## src/rtl/fifo_cmd_reader.sv

```systemverilog
// Read-side consumer of the 1-word clock-crossing command fifo.
// Fetches header/address/data words with the slow empty_n/rd handshake,
// issues one read or write to the SDRAM controller per command, and
// returns read data on a one-cycle response strobe.
`timescale 1ns/1ps
module fifo_cmd_reader #(
  parameter int BUS_WIDTH  = 16,
  parameter int ADDR_WIDTH = 24
) (
  input  logic                  clk,
  input  logic                  rst_n,
  input  logic [BUS_WIDTH-1:0]  fifo_data,
  input  logic                  fifo_empty_n,
  output logic                  fifo_rd,
  output logic [ADDR_WIDTH-1:0] ctl_addr,
  output logic [BUS_WIDTH-1:0]  ctl_wr_data,
  output logic                  ctl_wr_enable,
  output logic                  ctl_rd_enable,
  input  logic                  ctl_busy,
  input  logic [BUS_WIDTH-1:0]  ctl_rd_data,
  input  logic                  ctl_rd_ready,
  output logic [BUS_WIDTH-1:0]  rsp_data,
  output logic                  rsp_valid,
  output logic                  proto_err
);

  // Header layout: op in the MSB, upper address bits at the bottom,
  // everything in between is reserved and must read as zero.
  localparam int HI_W = ADDR_WIDTH - BUS_WIDTH;
  localparam logic [BUS_WIDTH-1:0] HI_MASK  = {BUS_WIDTH{1'b1}} >> (BUS_WIDTH - HI_W);
  localparam logic [BUS_WIDTH-1:0] RSV_MASK = ~HI_MASK & {1'b0, {(BUS_WIDTH-1){1'b1}}};

  typedef enum logic [2:0] {
    S_HDR,
    S_ADDR,
    S_DATA,
    S_ISSUE,
    S_WAIT_RD
  } state_e;

  typedef enum logic {
    F_IDLE,
    F_RELEASE
  } fetch_e;

  state_e                  state_q,     state_d;
  fetch_e                  fetch_q,     fetch_d;
  logic                    fifo_rd_q,   fifo_rd_d;
  logic [BUS_WIDTH-1:0]    word_q,      word_d;
  logic                    op_q,        op_d;
  logic [ADDR_WIDTH-1:0]   addr_q,      addr_d;
  logic [BUS_WIDTH-1:0]    wr_data_q,   wr_data_d;
  logic                    wr_en_q,     wr_en_d;
  logic                    rd_en_q,     rd_en_d;
  logic [BUS_WIDTH-1:0]    rsp_data_q,  rsp_data_d;
  logic                    rsp_valid_q, rsp_valid_d;
  logic                    proto_err_q, proto_err_d;

  logic                    fetch_active;
  logic                    released;

  // Next-state logic: word fetch handshake, command decode and issue.
  always_comb begin
    // NOTE: every variable gets a default before any branch, so no path
    // leaves a value unassigned and no latch is inferred.
    state_d      = state_q;
    fetch_d      = fetch_q;
    fifo_rd_d    = fifo_rd_q;
    word_d       = word_q;
    op_d         = op_q;
    addr_d       = addr_q;
    wr_data_d    = wr_data_q;
    wr_en_d      = wr_en_q;
    rd_en_d      = rd_en_q;
    rsp_data_d   = rsp_data_q;
    rsp_valid_d  = 1'b0;
    proto_err_d  = 1'b0;
    released     = 1'b0;

    fetch_active = (state_q == S_HDR) || (state_q == S_ADDR) || (state_q == S_DATA);

    // Capture once on empty_n, then hold rd until the fifo withdraws the
    // word; capturing only in F_IDLE guarantees one capture per word.
    if (fetch_active) begin
      case (fetch_q)
        F_IDLE: begin
          if (fifo_empty_n) begin
            word_d    = fifo_data;
            fifo_rd_d = 1'b1;
            fetch_d   = F_RELEASE;
          end
        end
        F_RELEASE: begin
          if (!fifo_empty_n) begin
            fifo_rd_d = 1'b0;
            fetch_d   = F_IDLE;
            released  = 1'b1;
          end
        end
        default: fetch_d = F_IDLE;
      endcase
    end

    case (state_q)
      S_HDR: begin
        if (released) begin
          if ((word_q & RSV_MASK) != '0) begin
            proto_err_d = 1'b1;
          end else begin
            op_d                              = word_q[BUS_WIDTH-1];
            addr_d[ADDR_WIDTH-1:BUS_WIDTH]    = word_q[HI_W-1:0];
            state_d                           = S_ADDR;
          end
        end
      end
      S_ADDR: begin
        if (released) begin
          addr_d[BUS_WIDTH-1:0] = word_q;
          state_d               = op_q ? S_DATA : S_ISSUE;
        end
      end
      S_DATA: begin
        if (released) begin
          wr_data_d = word_q;
          state_d   = S_ISSUE;
        end
      end
      S_ISSUE: begin
        // Raise only while the controller is idle; drop once it reports busy.
        if (!wr_en_q && !rd_en_q) begin
          if (!ctl_busy) begin
            wr_en_d = op_q;
            rd_en_d = !op_q;
          end
        end else if (ctl_busy) begin
          wr_en_d = 1'b0;
          rd_en_d = 1'b0;
          state_d = op_q ? S_HDR : S_WAIT_RD;
        end
      end
      S_WAIT_RD: begin
        if (ctl_rd_ready) begin
          rsp_data_d  = ctl_rd_data;
          rsp_valid_d = 1'b1;
          state_d     = S_HDR;
        end
      end
      default: state_d = S_HDR;
    endcase
  end

  // State and datapath registers; reset abandons any command in flight.
  always_ff @(posedge clk or negedge rst_n) begin
    if (!rst_n) begin
      state_q     <= S_HDR;
      fetch_q     <= F_IDLE;
      fifo_rd_q   <= 1'b0;
      word_q      <= '0;
      op_q        <= 1'b0;
      addr_q      <= '0;
      wr_data_q   <= '0;
      wr_en_q     <= 1'b0;
      rd_en_q     <= 1'b0;
      rsp_data_q  <= '0;
      rsp_valid_q <= 1'b0;
      proto_err_q <= 1'b0;
    end else begin
      // NOTE: non-blocking assignments so every flop samples the values
      // from before this edge, independent of statement order.
      state_q     <= state_d;
      fetch_q     <= fetch_d;
      fifo_rd_q   <= fifo_rd_d;
      word_q      <= word_d;
      op_q        <= op_d;
      addr_q      <= addr_d;
      wr_data_q   <= wr_data_d;
      wr_en_q     <= wr_en_d;
      rd_en_q     <= rd_en_d;
      rsp_data_q  <= rsp_data_d;
      rsp_valid_q <= rsp_valid_d;
      proto_err_q <= proto_err_d;
    end
  end

  assign fifo_rd       = fifo_rd_q;
  assign ctl_addr      = addr_q;
  assign ctl_wr_data   = wr_data_q;
  assign ctl_wr_enable = wr_en_q;
  assign ctl_rd_enable = rd_en_q;
  assign rsp_data      = rsp_data_q;
  assign rsp_valid     = rsp_valid_q;
  assign proto_err     = proto_err_q;

endmodule

```

## config.mk

```make
export PLATFORM = sky130hd
export DESIGN_NAME = fifo_cmd_reader
export DESIGN_NICKNAME = d
export VERILOG_FILES = /design/src/rtl/fifo_cmd_reader.sv
export SDC_FILE = /design/constraint.sdc
export NUM_CORES = 1
export LEC_CHECK = 0
export BUFFER_PORTS_ARGS = -buffer_cell sky130_fd_sc_hd__clkbuf_2
export CAP_MARGIN = 15
export CORE_MARGIN = 2
export CORE_UTILIZATION = 31
export CTS_BUF_LIST = sky130_fd_sc_hd__clkbuf_2 sky130_fd_sc_hd__clkbuf_4 sky130_fd_sc_hd__clkbuf_8
export DETAILED_ROUTE_END_ITERATION = 8
export PLACE_DENSITY = 0.55
export SLEW_MARGIN = 15
export SYNTH_ARGS = -nofsm -noshare
export SYNTH_HDL_FRONTEND = slang
export SYNTH_SLANG_ARGS = --single-unit
export TNS_END_PERCENT = 10
```

## constraint.sdc

```tcl
create_clock -name clk -period 1.7 [get_ports clk]
set_input_delay 0 -clock clk [delete_from_list [all_inputs] [get_ports clk]]
set_output_delay 0 -clock clk [all_outputs]
set_load 0.005 [all_outputs]
```

==> impl_summary.md <==
Run status
The run finished with clean final reports.

Critical path
The number of cells traversed by the worst register-to-register path is 6. The highest cell delay on the worst timing path is 0.54 ns. Among cell families on the critical path, the largest total delay comes from buffers and inverters.

STA classifies the critical path endpoint as a flop. The master of the slowest instance on the critical path is sky130_fd_sc_hd__dlygate4sd3_1. Setup slack on the worst reg-to-reg path comes out at 0.10 ns. The required time at the endpoint of the critical path is 1.94 ns. The critical path in this run is classified as in2reg.

Data arrives at the worst endpoint at 1.84 ns. The critical path goes through dlygate4sd3_1, clkbuf_2, inv_1, ha_2, nor2b_4, nor3b_4, buf_6, mux2_2. The worst register-to-register path begins at fetch_q.

The worst setup path is launched from an input port. Counting both buffers and inverters, the worst setup path holds a total of 4. The critical path depth is 8. Following the worst setup path forward leads to its endpoint at ctl_addr[3]. The most critical setup path has its startpoint at fifo_empty_n. The top fanout value on the critical path is 8. The worst register-to-register path ends at ctl_addr[23].

Synth
The synthesized netlist cell count is 203. The share of the synthesized area in the top cell type is 0.631. The synthesized area per cell is 16.0 um2. The synthesized netlist contains 25 unique library cells. The post-synthesis sequential element count is 82. The cell taking the most area after synthesis is sky130_fd_sc_hd__dfrtp_1. The number of nets in the synthesized netlist is 242. The share of the Yosys chip area taken by registers is 0.631. In the post-synthesis netlist, the biggest area contributors are sky130_fd_sc_hd__dfrtp_1, sky130_fd_sc_hd__mux2_2, sky130_fd_sc_hd__buf_6, sky130_fd_sc_hd__a21oi_1, sky130_fd_sc_hd__ha_1. The synthesized netlist occupies a cell area of 3250 um2.

The Yosys warning count is 0.

Clock network
The clock latency at the later pin of the worst-skew pair is 0.35 ns. After clock tree synthesis, the clock-pin slew on the worst setup and hold paths is 0.08 ns. CTS placed an instance of sky130_fd_sc_hd__clkbuf_8 at the clock tree root.

Counting every sink on the clock net gives 82. In this run the deepest clock path goes through 2 buffers. The number of buffers created by CTS is 9. TritonCTS built the clock tree. The clock tree synthesis step divided the H-tree into 3 levels.

GRT
Entering global routing, the biggest net connects 44 pins. The number of global-route vias before repair was 2237. The first global-routing pass estimated 11300 um of wire. The total routing resource utilization after global routing is 0.128. The number of antenna violations at the first check in global routing is 0. The total overflow left after global routing is 0.

Layout
At the end of the flow, the number of nets in the layout was 392. The share of layout cells above drive strength 1 is 0.592. 0 antenna diodes ended up in the layout.

The multi-input combinational cells in the finished layout cover a total of 1110 um2. Compared with the post-synthesis result, the final layout area differs by 39.9%. Leaving out fill and tap cells, the most frequent cells in the layout are sky130_fd_sc_hd__clkbuf_2, sky130_fd_sc_hd__dfrtp_1, sky130_fd_sc_hd__mux2_2, sky130_fd_sc_hd__dlygate4sd3_1, sky130_fd_sc_hd__clkbuf_8.

The commonest non-fill, non-tap cell in the layout is sky130_fd_sc_hd__clkbuf_2. Summing all flip-flop and latch instances after layout gives 2050 um2. The number of fillers in the final layout is 953.

Detailed routing
The residual antenna-violating net count after detailed routing is 0. The routed layout has 2190 vias. The number of design-rule violations left by the first detailed-router iteration is 44. The average wire length per cell after detail routing is 14.1 um. The number of search-and-repair iterations in the first detailed-routing pass is 4.

The detailed-route DRC error count is 0. The wire length reported by the detailed router is 6980 um. Dividing the detail-routed via count by the number of cells gives 4.43.

Die
The width of the chip is 106 um. The die outline height is 106 um. The region available for standard cell placement spans 10300 um2. The floorplan row count is 37. The initial utilization of the core area, before any placement, comes to 0.317.

98 I/O pins were placed. The die covers 11300 um2.

STA
The tightest hold margin is 0.0513 ns. The post-route clock skew is 0.00878 ns. Of the available clock period, the critical path in the final layout requires 0.945.

The time the worst path needs with I/O delays and setup is 1.61 ns. For the pin with the worst max-slew slack, the measured transition is 0.341 ns. The count of pins over their slew limit came to 0.

The final hold violation count is 0. Summed over all failing endpoints, the final setup total negative slack is 0 ns. Setup slack closes at 0.0929 ns.

The achievable clock frequency is 0.622 GHz. In this run the tightest slew margin relative to its limit is 0.771. The final count of negative-setup-slack endpoints is 0.

Power and ir drop
The total power is 7090 uW. VDD sags by at most 0.000670 V. In this run the power density over the cells is 1560 nW/um2. The total leakage power is 0.00224 uW.

Placed design
The number of I/O port buffers is 97. Before CTS, the worst setup slack after placement is 0.0880 ns. Summed over all nets, the half-perimeter wirelength after detailed placement is 4780 um. The last weighted congestion value of the routability-driven placer is 0.705.

Flow run
The number of max-cap violations is 0.

Min path
The tightest min-delay check is of the in2async type.
==> repair_timing <==
| action | in CTS | in global routing |
|---|---|---|
| setup buffers | 0 | 2 |
| resized for setup | 0 | 3 |
| setup endpoints to repair | 0 | 16 |
| hold endpoints to repair | 118 | 0 |
| hold buffers | 36 | 0 |
==> how the worst min path moves through the flow <==
stage	startpoint	endpoint	slack, ns	depth (start not counted)
2_1_floorplan	rst_n	ctl_addr[0]	-0.30	0
3_3_place_gp	rst_n	rsp_data[2]	-0.12	1
3_5_place_dp	rst_n	rsp_data[5]	-0.11	1
4_1_cts	rst_n	rsp_data[10]	0.04	2
5_1_grt	rst_n	rsp_data[10]	0.05	2
6_report	rst_n	rsp_data[10]	0.05	2
==> per-stage QoR <==
stage / instances / cell area [um2] / util
floorplan: 203 / 3250 / -
global placement: 440 / 3970 / 0.386
detailed placement: 440 / 3970 / 0.386
CTS: 492 / 4530 / 0.441
global route: 494 / 4550 / 0.443
finish: 494 / 4550 / 0.443
==> cell families after synthesis <==
group           share of synthesized area
flops                               0.631
mux                                 0.256
simple gates                       0.0488
compound gates                     0.0265
buf+inv                            0.0304
fa+ha+maj                         0.00769
==> registers in the layout, indices dropped and copies added (netlist names) <==
signal / flops
op_q: 1
fetch_q: 1
ctl_wr_enable: 1
state_q: 3
rsp_data: 16
word_q: 16
ctl_addr: 24
ctl_rd_enable: 1
fifo_rd: 1
proto_err: 1
ctl_wr_data: 16
rsp_valid: 1
==> cells in the mapped netlist, drive strengths merged <==
master,instances
a2111o,1
a21oi,6
a31oi,1
and3,2
and3b,1
and4bb,1
buf,8
dfrtp,82
ha,2
inv,4
mux2,74
nand2,6
nand4,1
nor2,2
nor2b,1
nor3,1
nor3b,1
nor4,1
o211a,1
o21ai,4
o41ai,1
or2b,1
or4b,1
==> cell type report <==
| type | count | share of cell area |
|---|---|---|
| sequential | 82 | 0.451 |
| clock inverter | 5 | 0.0118 |
| timing repair buffer | 147 | 0.222 |
| inverter | 4 | 0.00330 |
| multi-input combinational | 109 | 0.243 |
| clock buffer | 11 | 0.0319 |
| tap | 136 | 0.0374 |
==> worst register-to-register path, cell delays in order, from the launching register on <==
cell	delay [ns]
sky130_fd_sc_hd__dfrtp_1	0.39
sky130_fd_sc_hd__ha_2	0.19
sky130_fd_sc_hd__nor2b_4	0.14
sky130_fd_sc_hd__buf_4	0.14
sky130_fd_sc_hd__nand4_2	0.07
sky130_fd_sc_hd__buf_4	0.20
sky130_fd_sc_hd__mux2_2	0.35
==> where the power goes <==
group	leakage [uW]	switching, uW	internal, uW
logic	0.00110	843	1390
clock network	0.000106	681	731
registers	0.00103	627	2820
==> layer usage <==
layer,global-route usage,up-vias,routed length [um],part of all wire
li1,-,1026,-,-
met1,0.162,1076,3170,0.45
met2,0.205,80,3220,0.46
met3,0.0466,8,533,0.076
met4,0.0417,0,60,0.0086
met5,0,-,0,0
(Power assumes the default switching activity.)
